### config.mk
export PLATFORM = sky130hd
export DESIGN_NAME = hs_rr_arbiter
export DESIGN_NICKNAME = d
export VERILOG_FILES = /design/src/rtl/hs_rr_arbiter_pkg.sv /design/src/rtl/hs_rr_arbiter_rr_pick.sv /design/src/rtl/hs_rr_arbiter.sv
export SDC_FILE = /design/constraint.sdc
export NUM_CORES = 1
export LEC_CHECK = 0
export ABC_CLOCK_PERIOD_IN_PS = 1800
export BUFFER_PORTS_ARGS = -buffer_cell sky130_fd_sc_hd__buf_2
export CORE_UTILIZATION = 38
export CTS_CLUSTER_DIAMETER = 200
export DETAILED_ROUTE_END_ITERATION = 10
export PLACE_DENSITY = 0.75
export SLEW_MARGIN = 10
export SYNTH_ARGS = -nofsm -noshare
export SYNTH_HDL_FRONTEND = slang
export SYNTH_SLANG_ARGS = --single-unit
### constraint.sdc
create_clock -name clk -period 1.8 [get_ports clk]
set_input_delay 0.09 -clock clk [delete_from_list [all_inputs] [get_ports clk]]
set_output_delay 0.09 -clock clk [all_outputs]
set_load 0.01 [all_outputs]
### src/rtl/hs_rr_arbiter_pkg.sv
// Shared definitions for the round-robin handshake arbiter.
//   DW_DEF     : default data width of every source and the destination
//   NS_DEF     : default number of requesting sources
//   clog2_min1 : ceil(log2(n)), never less than 1, used for index widths
package hs_rr_arbiter_pkg;

  localparam int DW_DEF = 8;
  localparam int NS_DEF = 4;

  function automatic int clog2_min1(input int n);
    int r;
    r = 0;
    for (int i = 0; i < 31; i++) begin
      if ((1 << i) < n) r = i + 1;
    end
    return (r < 1) ? 1 : r;
  endfunction

endpackage

### src/rtl/hs_rr_arbiter_rr_pick.sv
// Combinational round-robin selector.
//   req : request vector, bit i belongs to source i
//   ptr : index where the search starts (highest priority this cycle)
//   win : first asserted request at or after ptr, searching upward modulo NS
//   any : at least one request is asserted
module rr_pick
  import hs_rr_arbiter_pkg::*;
#(
  parameter int NS = NS_DEF,
  parameter int PW = clog2_min1(NS)
) (
  input  logic [NS-1:0] req,
  input  logic [PW-1:0] ptr,
  output logic [PW-1:0] win,
  output logic          any
);

  int idx;

  // Scan offsets from farthest to nearest so the nearest asserted
  // request from ptr is the last one written and therefore wins.
  always_comb begin
    win = '0;
    any = |req;
    idx = 0;
    for (int i = NS - 1; i >= 0; i--) begin
      idx = int'(ptr) + i;
      if (idx >= NS) idx = idx - NS;
      if (req[idx]) win = PW'(idx);
    end
  end

endmodule

### src/rtl/hs_rr_arbiter.sv
// Round-robin arbiter merging NS valid/ready sources into one registered
// destination stream.
//   clk, rst : single clock, synchronous active-high reset
//   s_valid  : per-source valid
//   s_ready  : per-source ready, one-hot or zero
//   s_data   : packed source data, source i at [i*DW +: DW]
//   m_valid  : destination valid
//   m_ready  : destination ready
//   m_data   : destination data
//   m_src    : index of the source that supplied m_data
// xfer_cnt counts destination transfers and is visible hierarchically.
module hs_rr_arbiter
  import hs_rr_arbiter_pkg::*;
#(
  parameter int DW = DW_DEF,
  parameter int NS = NS_DEF,
  localparam int PW = clog2_min1(NS)
) (
  input  logic             clk,
  input  logic             rst,
  input  logic [NS-1:0]    s_valid,
  output logic [NS-1:0]    s_ready,
  input  logic [NS*DW-1:0] s_data,
  output logic             m_valid,
  input  logic             m_ready,
  output logic [DW-1:0]    m_data,
  output logic [PW-1:0]    m_src
);

  logic          vld_p0;
  logic [DW-1:0] data_p0;
  logic [PW-1:0] src_p0;
  logic [PW-1:0] ptr;
  logic [31:0]   xfer_cnt;

  logic [PW-1:0] win;
  logic          any;
  logic          open;
  logic          acc;

  rr_pick #(
    .NS (NS),
    .PW (PW)
  ) u_pick (
    .req (s_valid),
    .ptr (ptr),
    .win (win),
    .any (any)
  );

  // The stage can take a new word when it is empty or being drained now;
  // reset blocks acceptance so a word offered during reset is not lost.
  assign open = !vld_p0 || m_ready;
  assign acc  = open && any && !rst;

  always_comb begin
    s_ready = '0;
    if (acc) s_ready[win] = 1'b1;
  end

  // ---- stage p0: output register, arbitration pointer, transfer count ----
  always_ff @(posedge clk) begin
    if (rst) begin
      vld_p0   <= 1'b0;
      data_p0  <= '0;
      src_p0   <= '0;
      ptr      <= '0;
      xfer_cnt <= '0;
    end else begin
      if (vld_p0 && m_ready) xfer_cnt <= xfer_cnt + 32'd1;
      if (acc) begin
        vld_p0  <= 1'b1;
        data_p0 <= s_data[int'(win)*DW +: DW];
        src_p0  <= win;
        ptr     <= (win == PW'(NS - 1)) ? '0 : win + 1'b1;
      end else if (m_ready) begin
        vld_p0 <= 1'b0;
      end
    end
  end

  assign m_valid = vld_p0;
  assign m_data  = data_p0;
  assign m_src   = src_p0;

endmodule

==> results of run 1 <==
cell type report:
class,count,area (um2),share of cell area
multi-input cells,65,619.3,0.4648
repair buffers,62,376.6,0.2826
flip-flops and latches,13,265.3,0.1991
well taps,27,33.78,0.02535
clock buffers,4,26.28,0.01972
inverters,3,11.26,0.008451
cells by family (layout without fill, tap and decap cells):
logic type | count (synthesis) | after routing | share of synthesized area
flops | 13 | 13 | 0.3019
fa+ha+maj | 1 | 1 | 0.01451
mux | 18 | 18 | 0.2090
buf+inv | 9 | 69 | 0.05950
simple gates | 29 | 29 | 0.2047
compound gates | 17 | 17 | 0.2105
report_power, final:
group | leakage [nW] | switching, mW | internal [mW] | total (mW)
logic | 0.541 | 0.224 | 0.261 | 0.485
registers | 0.109 | 0.0356 | 0.337 | 0.373
clock network | 0.0150 | 0.0995 | 0.0858 | 0.185
synthesized netlist by cell type:
cell type,n,area [um2]
or2_2,1,6.260
and3_1,1,6.260
or4_1,1,7.510
ha_1,1,12.51
a311oi_1,1,8.760
mux2i_1,18,180.2
o221ai_2,8,120.1
nor4_1,2,12.51
or2_1,1,6.260
a22oi_1,1,7.510
or3b_2,1,8.760
buf_2,2,10.01
nor3_1,2,10.01
dfxtp_1,13,260.3
or3_1,1,6.260
nand3b_1,8,60.06
inv_1,2,7.510
a21oi_1,4,20.02
nor2_1,4,15.01
buf_4,2,15.01
a21boi_0,1,7.510
or2b_1,1,7.510
o21ai_2,1,8.760
clkbuf_1,1,3.750
nor2b_1,2,12.51
o221ai_1,1,8.760
buf_6,1,11.26
nand2_1,3,11.26
inv_2,1,3.750
and2_1,1,6.260
what timing repair did:
item / 4_1_cts / 5_1_grt
resized for setup: 5 / 11
hold endpoints to repair: 0 / 0
setup endpoints to repair: 4 / 7
pin swaps: 0 / 3
cloned: 1 / 0
hold buffers: 0 / 0
setup buffers: 0 / 3
layer usage:
layer	global-route usage	share of wire	up-vias	wire [um]
met3	0.07099	0.064	2	153
li1	-	-	448	-
met1	0.2191	0.41	448	973
met4	0.05714	0.0055	0	13
met5	0	0	-	0
met2	0.3739	0.52	31	1238
path summary, 6_finish.rpt:
kind | start | to | slack, ps | cells after the start
max | ptr[1]$_SDFFE_PP0P_ | s_ready[3] | 50 | 6
min | m_ready | m_valid$_SDFFE_PP0P_ | 110 | 4
max reg2reg | ptr[1]$_SDFFE_PP0P_ | ptr[0]$_SDFFE_PP0P_ | 70 | 8
min reg2reg | m_src[0]$_SDFFE_PP0P_ | m_src[0]$_SDFFE_PP0P_ | 460 | 2
flip-flops by register name (all words and copies together), names as in the netlist:
signal	cells
m_data	8
m_src	2
m_valid	1
ptr	2
worst reg2reg max path, stage by stage, from the launching register on:
cell	delay, ps
dfxtp_4	380
or3b_4	390
o221ai_4	110
inv_2	100
ha_4	170
buf_4	120
nor3_1	220
a22oi_1	90
nor2_1	90
stage by stage:
step	hold WS, ps	TNS [ps]
2_1_floorplan	274.0	0
3_3_place_gp	375.1	0
3_5_place_dp	398.0	0
4_1_cts	100.5	-91.34
5_1_grt	116.5	-93.15
6_report	110.0	0
==> results.tsv, run 1 <==
stage	metric	value	unit
outcome	outcome	finished clean	
finish	fin nets	188	
sta	fmax	570.7	MHz
route	DR iter-0 viols	9	
clocking	clock latency on the worst-skew pair	270	ps
global_routing	grt ovf	0	
clocking	CTS tree	yes	
sta	crit path time final	1752	ps
global_routing	first-pass GRT wire length	3.836	mm
worst_setup_path	CP Capture Type	output port	
finish	fill count	166	
worst_setup_path	critical path launch point type	register	
die	die area	0.002463	mm2
worst_setup_path	delay-heaviest family, CP	simple AND/OR/NAND/NOR gates	
pwr	P per Cell Area	782.7	mW/mm2
finish	commonest non-fill, non-tap cell in the layout	buf_2	
placed_design	Placer Congestion	0.7670	
pwr	Lkg Pwr	0.6643	nW
route	ANT nets after route	0	
clocking	CTS Buf Count	3	
sta	setup ws final	47.70	ps
worst_setup_path	CP max stage delay	390	ps
global_routing	antenna violations before repair	0	
clocking	H-tree depth	1	
die	Starting Density	0.4222	
route	Post-Route WL	2.379	mm
placed_design	dpl hpwl	1.682	mm
sta	Final setup viols	0	
pwr	Tot Pwr	1.043	mW
finish	fin util	0.6526	
synth	Post-Syn Area	862.1	um2
global_routing	number of global-route vias before repair	883	
finish	Ant. Diodes	0	
die	die height	49.63	um
synth	register area share after synthesis	0.3019	
die	core area	0.002042	mm2
synth	Avg Inst Size Synth	9.909	um2
worst_setup_path	crit path cell chain	or3b_4 -> o221ai_4 -> inv_2 -> ha_4 -> and2_4 -> buf_6	
route	Pre-Repair DR Iteration Count	4	
sta	slew of the pin with the lowest slew margin	400.3	ps
route	vias	929	
worst_setup_path	Max stage delay cell, worst path	or3b_4	
finish	Finished Layout Cells	174	
finish	commonest cells after routing, fill and taps aside	buf_2 (52), mux2i_1 (17), dfxtp_1 (11)	
placed_design	Worst Setup Slack post-DPL	108.0	ps
worst_setup_path	CP required	1710	ps
global_routing	largest net degree at the start of global routing	17	
clocking	Clock Path Buffers	2	
synth	Synth cell types	30	
synth	flops & latches, synth	13	
clocking	clock sinks	13	
global_routing	Total GRT Usage	0.2046	
finish	area grow syn2layout	54.57	%
sta	Clock Skew	6.071	ps
worst_setup_path	CP Class	reg -> out	
worst_setup_path	crit path buf inv count	2	
placed_design	Placed Area	0.001177	mm2
pwr	VDD IR max	0.4603	mV
die	Core Rows	16	
clocking	clk root buf	clkbuf_4	
synth	synth warn	0	
route	Avg WL per Cell	13.67	um
route	DRC Markers	0	
finish	share of layout cells above drive strength 1	0.5850	
sta	fin. max-slew vios	0	
clocking	Worst-path clk slew	90	ps
sta	Period Utilization, post-route	0.9735	
finish	fin area	0.001333	mm2
worst_setup_path	arrival time at the worst endpoint	1660	ps
synth	cells after synthesis	87	
placed_design	Port Buf Inserts	53	
sta	Rel. slew slack	0.7321	
sta	Hold Violations, Final	0	
die	die width	49.63	um
route	via/cell ratio	5.339	
worst_setup_path	CP Max Fanout	6	
run	max-cap viol count	0	
hold_path	Hold WC Path Type	in -> reg	
synth	Mapped Nets	127	
die	Ports	54	
placed_design	Post-Place Cells	166	
No activity file was read; power rests on OpenSTA's default activity.
==> inputs of run 2 (changes only) <==
- PLACE_DENSITY: 0.75 -> 0.77
==> run 2 against run 1 <==
  * Global-route usage barely moved
  * Clock skew fell by 2.6 ps
  * Power rose by 0.96%
  * Die area did not move
  * Combinational power rose by 2%
  * Register-to-register slack improved by 30 ps
  * Worst hold slack got worse by 3.1 ps
  * Clock power rose by 3%
  * Routed wire length rose by 5.1%
  * Setup slack got worse by 17 ps
  * Sequential power barely moved
  * Largest power group unchanged
==> results.tsv, run 2 (synthesis gave the netlist of run 1 again) <==
stage	metric	value	unit
finish	fin util	0.6593	
pwr	P per Cell Area	782.2	mW/mm2
pwr	Clk pwr share	0.180	
placed_design	Post-Place Cells	167	
route	Avg WL per Cell	13.82	um
pwr	internal power	0.6819	mW
sta	crit path time final	1769	ps
clocking	clk root buf	clkbuf_4	
finish	storage element area	267.8	um2
pwr	Comb pwr share	0.468	
route	met1 WL	1.012	mm
sta	worst hold margin	106.9	ps
route	ANT nets after route	0	
die	die area	0.002463	mm2
run	max-cap viol count	0	
global_routing	first-pass GRT wire length	3.829	mm
worst_setup_path	CP Max Fanout	6	
worst_setup_path	Worst Setup EP	s_ready[3]	
hold_path	Hold WC Path Type	in -> reg	
global_routing	largest net degree at the start of global routing	17	
clocking	clock sinks	13	
global_routing	antenna violations before repair	0	
placed_design	dpl hpwl	1.731	mm
sta	fin. max-slew vios	0	
finish	Largest register FFs	8	
worst_setup_path	RR Startpoint	ptr[0]$_SDFFE_PP0P_	
placed_design	Placed Area	0.001185	mm2
outcome	outcome	finished clean	
finish	commonest cells after routing, fill and taps aside	buf_2 (53), mux2i_1 (17), buf_4 (15)	
route	DR iter-0 viols	7	
route	via/cell ratio	5.127	
pwr	P_sw	0.3711	mW
sta	Clock Skew	3.456	ps
worst_setup_path	crit path launch	ptr[1]$_SDFFE_PP0P_	
sta	Period Utilization, post-route	0.9827	
sta	slew of the pin with the lowest slew margin	317.8	ps
finish	Ant. Diodes	0	
worst_setup_path	CP Capture Type	output port	
route	WL met3	111	um
clocking	Clock Path Buffers	2	
route	vias	928	
clocking	CTS tree	yes	
placed_design	Placer Congestion	0.8739	
pwr	Lkg Pwr	0.6770	nW
finish	share of layout cells above drive strength 1	0.6039	
clocking	CTS Buf Count	3	
worst_setup_path	CP Class	reg -> out	
die	Starting Density	0.4222	
route	Top Metal Used	met4	
finish	commonest non-fill, non-tap cell in the layout	buf_2	
sta	Rel. slew slack	0.7870	
worst_setup_path	critical path launch point type	register	
global_routing	number of global-route vias before repair	926	
finish	fin nets	195	
die	die height	49.63	um
die	Ports	54	
worst_setup_path	reg2reg end	m_data[1]$_SDFFE_PP0P_	
die	die width	49.63	um
finish	fill count	174	
pwr	VDD IR max	0.7332	mV
finish	area grow syn2layout	56.17	%
worst_setup_path	CP required	1710	ps
route	Post-Route WL	2.501	mm
pwr	Tot Pwr	1.053	mW
pwr	sequential share of power	0.352	
global_routing	Total GRT Usage	0.2048	
clocking	Worst-path clk slew	80	ps
clocking	H-tree depth	1	
global_routing	grt ovf	0	
finish	fin area	0.001346	mm2
sta	RSZ-0062 raised after global routing	true	
clocking	clock latency on the worst-skew pair	280	ps
route	DRC Markers	0	
worst_setup_path	arrival time at the worst endpoint	1680	ps
die	Core Rows	16	
placed_design	Port Buf Inserts	53	
pwr	switch share	0.3525	
route	met2 wire len	1.363	mm
die	core area	0.002042	mm2
finish	Finished Layout Cells	181	
worst_setup_path	r2r setup slk	100	ps
sta	Hold Violations, Final	0	
sta	Final setup viols	0	
finish	multi-input logic area	609.3	um2
worst_setup_path	FF-to-FF path depth	6	
route	Pre-Repair DR Iteration Count	4	
sta	fmax	565.4	MHz
[run 2: changes by cell type in the layout (fill, tap and decap cells not counted)]
| cell | before | now |
|---|---|---|
| and2_1 | 0 | 1 |
| and2_4 | 1 | 0 |
| buf_2 | 52 | 53 |
| buf_4 | 7 | 15 |
| buf_6 | 1 | 0 |
| bufbuf_16 | 1 | 0 |
| dfxtp_2 | 1 | 0 |
| dfxtp_4 | 1 | 2 |
| ha_2 | 0 | 1 |
| ha_4 | 1 | 0 |
| nor2_1 | 4 | 3 |
| nor2_2 | 0 | 1 |
[run 2: power by group through the flow]
| stage | clock network [mW] | registers, mW | logic [mW] |
|---|---|---|---|
| after CTS | 0.194 | 0.372 | 0.436 |
| after global placement | 0 | 0.368 | 0.390 |
| after floorplan | 0 | 0.384 | 0.241 |
| final | 0.190 | 0.371 | 0.493 |
| after detailed placement | 0 | 0.371 | 0.400 |
| after global routing | 0.207 | 0.377 | 0.530 |
[run 2: critical path, stage by stage (launching register included)]
cell	delay [ps]
dfxtp_4	370
or3b_4	400
o221ai_4	110
inv_2	70
ha_2	180
and2_1	130
buf_2	130
[run 2: worst min-delay path by stage]
stage,from,slack (ps),cells after the start,end
2_1_floorplan,s_valid[1],270,2,m_valid$_SDFFE_PP0P_
3_3_place_gp,m_ready,380,4,m_valid$_SDFFE_PP0P_
3_5_place_dp,m_ready,380,4,m_valid$_SDFFE_PP0P_
4_1_cts,m_ready,90,4,m_valid$_SDFFE_PP0P_
5_1_grt,s_data[10],110,3,m_data[2]$_SDFFE_PP0P_
6_report,m_ready,110,4,m_valid$_SDFFE_PP0P_
[run 2: final cells by class]
type	instances	share of cell area
multi-input combinational	65	0.4526
timing repair buffer	69	0.2955
tap	27	0.02509
sequential	13	0.1989
inverter	3	0.008364
clock buffer	4	0.01952
[run 2: stage by stage]
step | setup TNS [ps] | setup WS (ps)
global placement | 0 | 90.97
global route | -50.36 | -40.64
floorplan | 0 | 86.73
finish | 0 | 31.19
CTS | 0 | 7.456
detailed placement | -22.27 | -22.27
[run 2: routing by layer]
layer	track usage	vias to the layer above
met4	0.04286	0
met5	0	-
li1	-	465
met3	0.06481	2
met2	0.4032	25
met1	0.2045	436
[run 2: timing repair]
item,in CTS,in global routing
hold endpoints to repair,0,0
buffers inserted,2,8
hold buffers,0,0
setup endpoints to repair,4,4
gates resized for setup,9,6
pin swaps,0,4
==> inputs of run 3 (changes only) <==
- ABC_CLOCK_PERIOD_IN_PS: 1800 -> 1500
- clock period: 1.8 -> 1.5 ns (I/O delays scaled with it)
==> run 3 against run 2 <==
  * The run now ends with negative setup slack left
  * Non-clock buffer count is 2 lower
  * Count of clock-buffer cells in the layout unchanged
  * Die area is the same
  * Routed wire length is 8.7% higher
  * Clock power rose by 15%
  * Final area grew 11%
  * Sequential share of layout area is 2.2 points lower
  * Critical path type unchanged
  * Critical endpoint unchanged
==> results.tsv, run 3 (synthesis gave the netlist of run 1 again) <==
stage	metric	value	unit
finish	commonest cells after routing, fill and taps aside	buf_2 (52), dfxtp_1 (11), buf_4 (10)	
route	Pre-Repair DR Iteration Count	4	
sta	crit path time final	1752	ps
placed_design	Placer Congestion	0.8870	
placed_design	Worst Setup Slack post-DPL	-77.38	ps
worst_setup_path	CP max stage delay	400	ps
sta	Period Utilization, post-route	1.168	
die	Ports	54	
clocking	Clock Path Buffers	2	
finish	fin area	0.001500	mm2
die	Core Rows	16	
die	Starting Density	0.4222	
worst_setup_path	CP Capture Type	output port	
finish	Largest register FFs	8	
die	die height	49.63	um
sta	Clock Skew	2.152	ps
worst_setup_path	CP Max Fanout	5	
run	max-cap viol count	0	
route	vias	935	
global_routing	number of global-route vias before repair	966	
sta	slew of the pin with the lowest slew margin	558.7	ps
global_routing	Total GRT Usage	0.2179	
die	core area	0.002042	mm2
clocking	CTS tree	yes	
sta	setup ws final	-251.8	ps
global_routing	grt ovf	0	
die	die width	49.63	um
worst_setup_path	CP required	1420	ps
worst_setup_path	crit path cell chain	or3b_4 -> o221ai_4 -> inv_2 -> ha_4 -> and2_4 -> buf_6	
placed_design	Post-Place Cells	168	
finish	fill count	148	
sta	fin. max-slew vios	0	
global_routing	largest net degree at the start of global routing	17	
clocking	CTS Buf Count	3	
global_routing	antenna violations before repair	0	
finish	multi-input logic area	742.0	um2
worst_setup_path	delay-heaviest family, CP	simple AND/OR/NAND/NOR gates	
outcome	outcome	finished, violations left	
finish	area grow syn2layout	74.02	%
finish	Finished Layout Cells	179	
worst_setup_path	critical path launch point type	register	
worst_setup_path	CP Class	reg -> out	
worst_setup_path	r2r setup slk	-190	ps
die	die area	0.002463	mm2
placed_design	dpl hpwl	1.767	mm
sta	Rel. slew slack	0.6246	
clocking	H-tree depth	1	
worst_setup_path	crit path buf inv count	2	
hold_path	Hold WC Path Type	in -> reg	
clocking	Hold-fix buffers, CTS	0	
route	Avg WL per Cell	15.19	um
finish	Ant. Diodes	0	
global_routing	first-pass GRT wire length	4.146	mm
pwr	P per Cell Area	931.0	mW/mm2
worst_setup_path	arrival time at the worst endpoint	1680	ps
clocking	clock sinks	13	
route	Post-Route WL	2.719	mm
sta	RSZ-0062 raised after global routing	true	
finish	commonest non-fill, non-tap cell in the layout	buf_2	
sta	Hold Violations, Final	0	
clocking	Worst-path clk slew	80	ps
route	DRC Markers	0	
route	ANT nets after route	0	
sta	Final setup viols	13	
route	via/cell ratio	5.223	
finish	storage element area	265.3	um2
route	DR iter-0 viols	11	
finish	fin nets	193	
outcome	failing checks	negative setup slack	
placed_design	Port Buf Inserts	53	
sta	Fin Setup TNS	-2168	ps
placed_design	Placed Area	0.001251	mm2
pwr	Tot Pwr	1.397	mW
finish	share of layout cells above drive strength 1	0.7039	
clocking	clock latency on the worst-skew pair	280	ps
clocking	clk root buf	clkbuf_4	
sta	fmax	570.8	MHz
pwr	Lkg Pwr	0.6738	nW
pwr	VDD IR max	0.8958	mV
worst_setup_path	Max stage delay cell, worst path	or3b_4	
run 3: cell types whose count changed in the layout (fill, tap and decap cells not counted), moves of 2 or more:
cell     delta
mux2i_2     +5
buf_12      +2
nor2b_1     -2
mux2i_1    -10
mux2i_4     +5
buf_4       -5
run 3: layout make-up:
class	instances	area share
sequential	13	0.1768
inverter	3	0.007506
multi-input combinational	65	0.4946
timing repair buffer	67	0.2811
tap	27	0.02252
clock buffer	4	0.01751
run 3: power breakdown:
part | leakage [nW] | switching, mW | internal, mW
Clock | 0.0150 | 0.115 | 0.103
Sequential | 0.108 | 0.0380 | 0.404
Combinational | 0.550 | 0.336 | 0.401
run 3: path summary, 6_finish.rpt:
| kind | start | to | cells past startpoint |
|---|---|---|---|
| worst max register to register | ptr[1]$_SDFFE_PP0P_ | m_data[3]$_SDFFE_PP0P_ | 6 |
| worst min register to register | m_src[1]$_SDFFE_PP0P_ | m_src[1]$_SDFFE_PP0P_ | 2 |
| worst min-delay path | m_ready | m_valid$_SDFFE_PP0P_ | 4 |
| worst max-delay path | ptr[1]$_SDFFE_PP0P_ | s_ready[3] | 6 |
run 3: per-layer routing:
metal  track usage  vias to the layer above  share of wire
met4       0.04762                        0         0.0077
li1              -                      463              -
met1        0.2448                      433           0.42
met3       0.06790                        2          0.063
met2        0.3964                       37           0.51
met5             0                        -              0
run 3: repair_timing:
item,in CTS,in global routing
endpoints found under the setup margin,15,15
gates resized for setup,22,10
pin swaps,10,8
cloned,0,0
setup buffers,5,2
run 3: worst reg2reg max path, stage by stage, from the launching register on:
cell and delay [ps]:
dfxtp_4 370, or3b_4 400, o221ai_4 110, buf_4 180, buf_12 130, mux2i_2 250
o221ai_2 120
run 3: metrics by stage:
stage / util / hold WS, ps
floorplan: - / 230.2
global route: 0.7347 / 96.12
finish: 0.7347 / 76.00
global placement: 0.6127 / 356.6
CTS: 0.6979 / 63.86
detailed placement: 0.6127 / 362.1
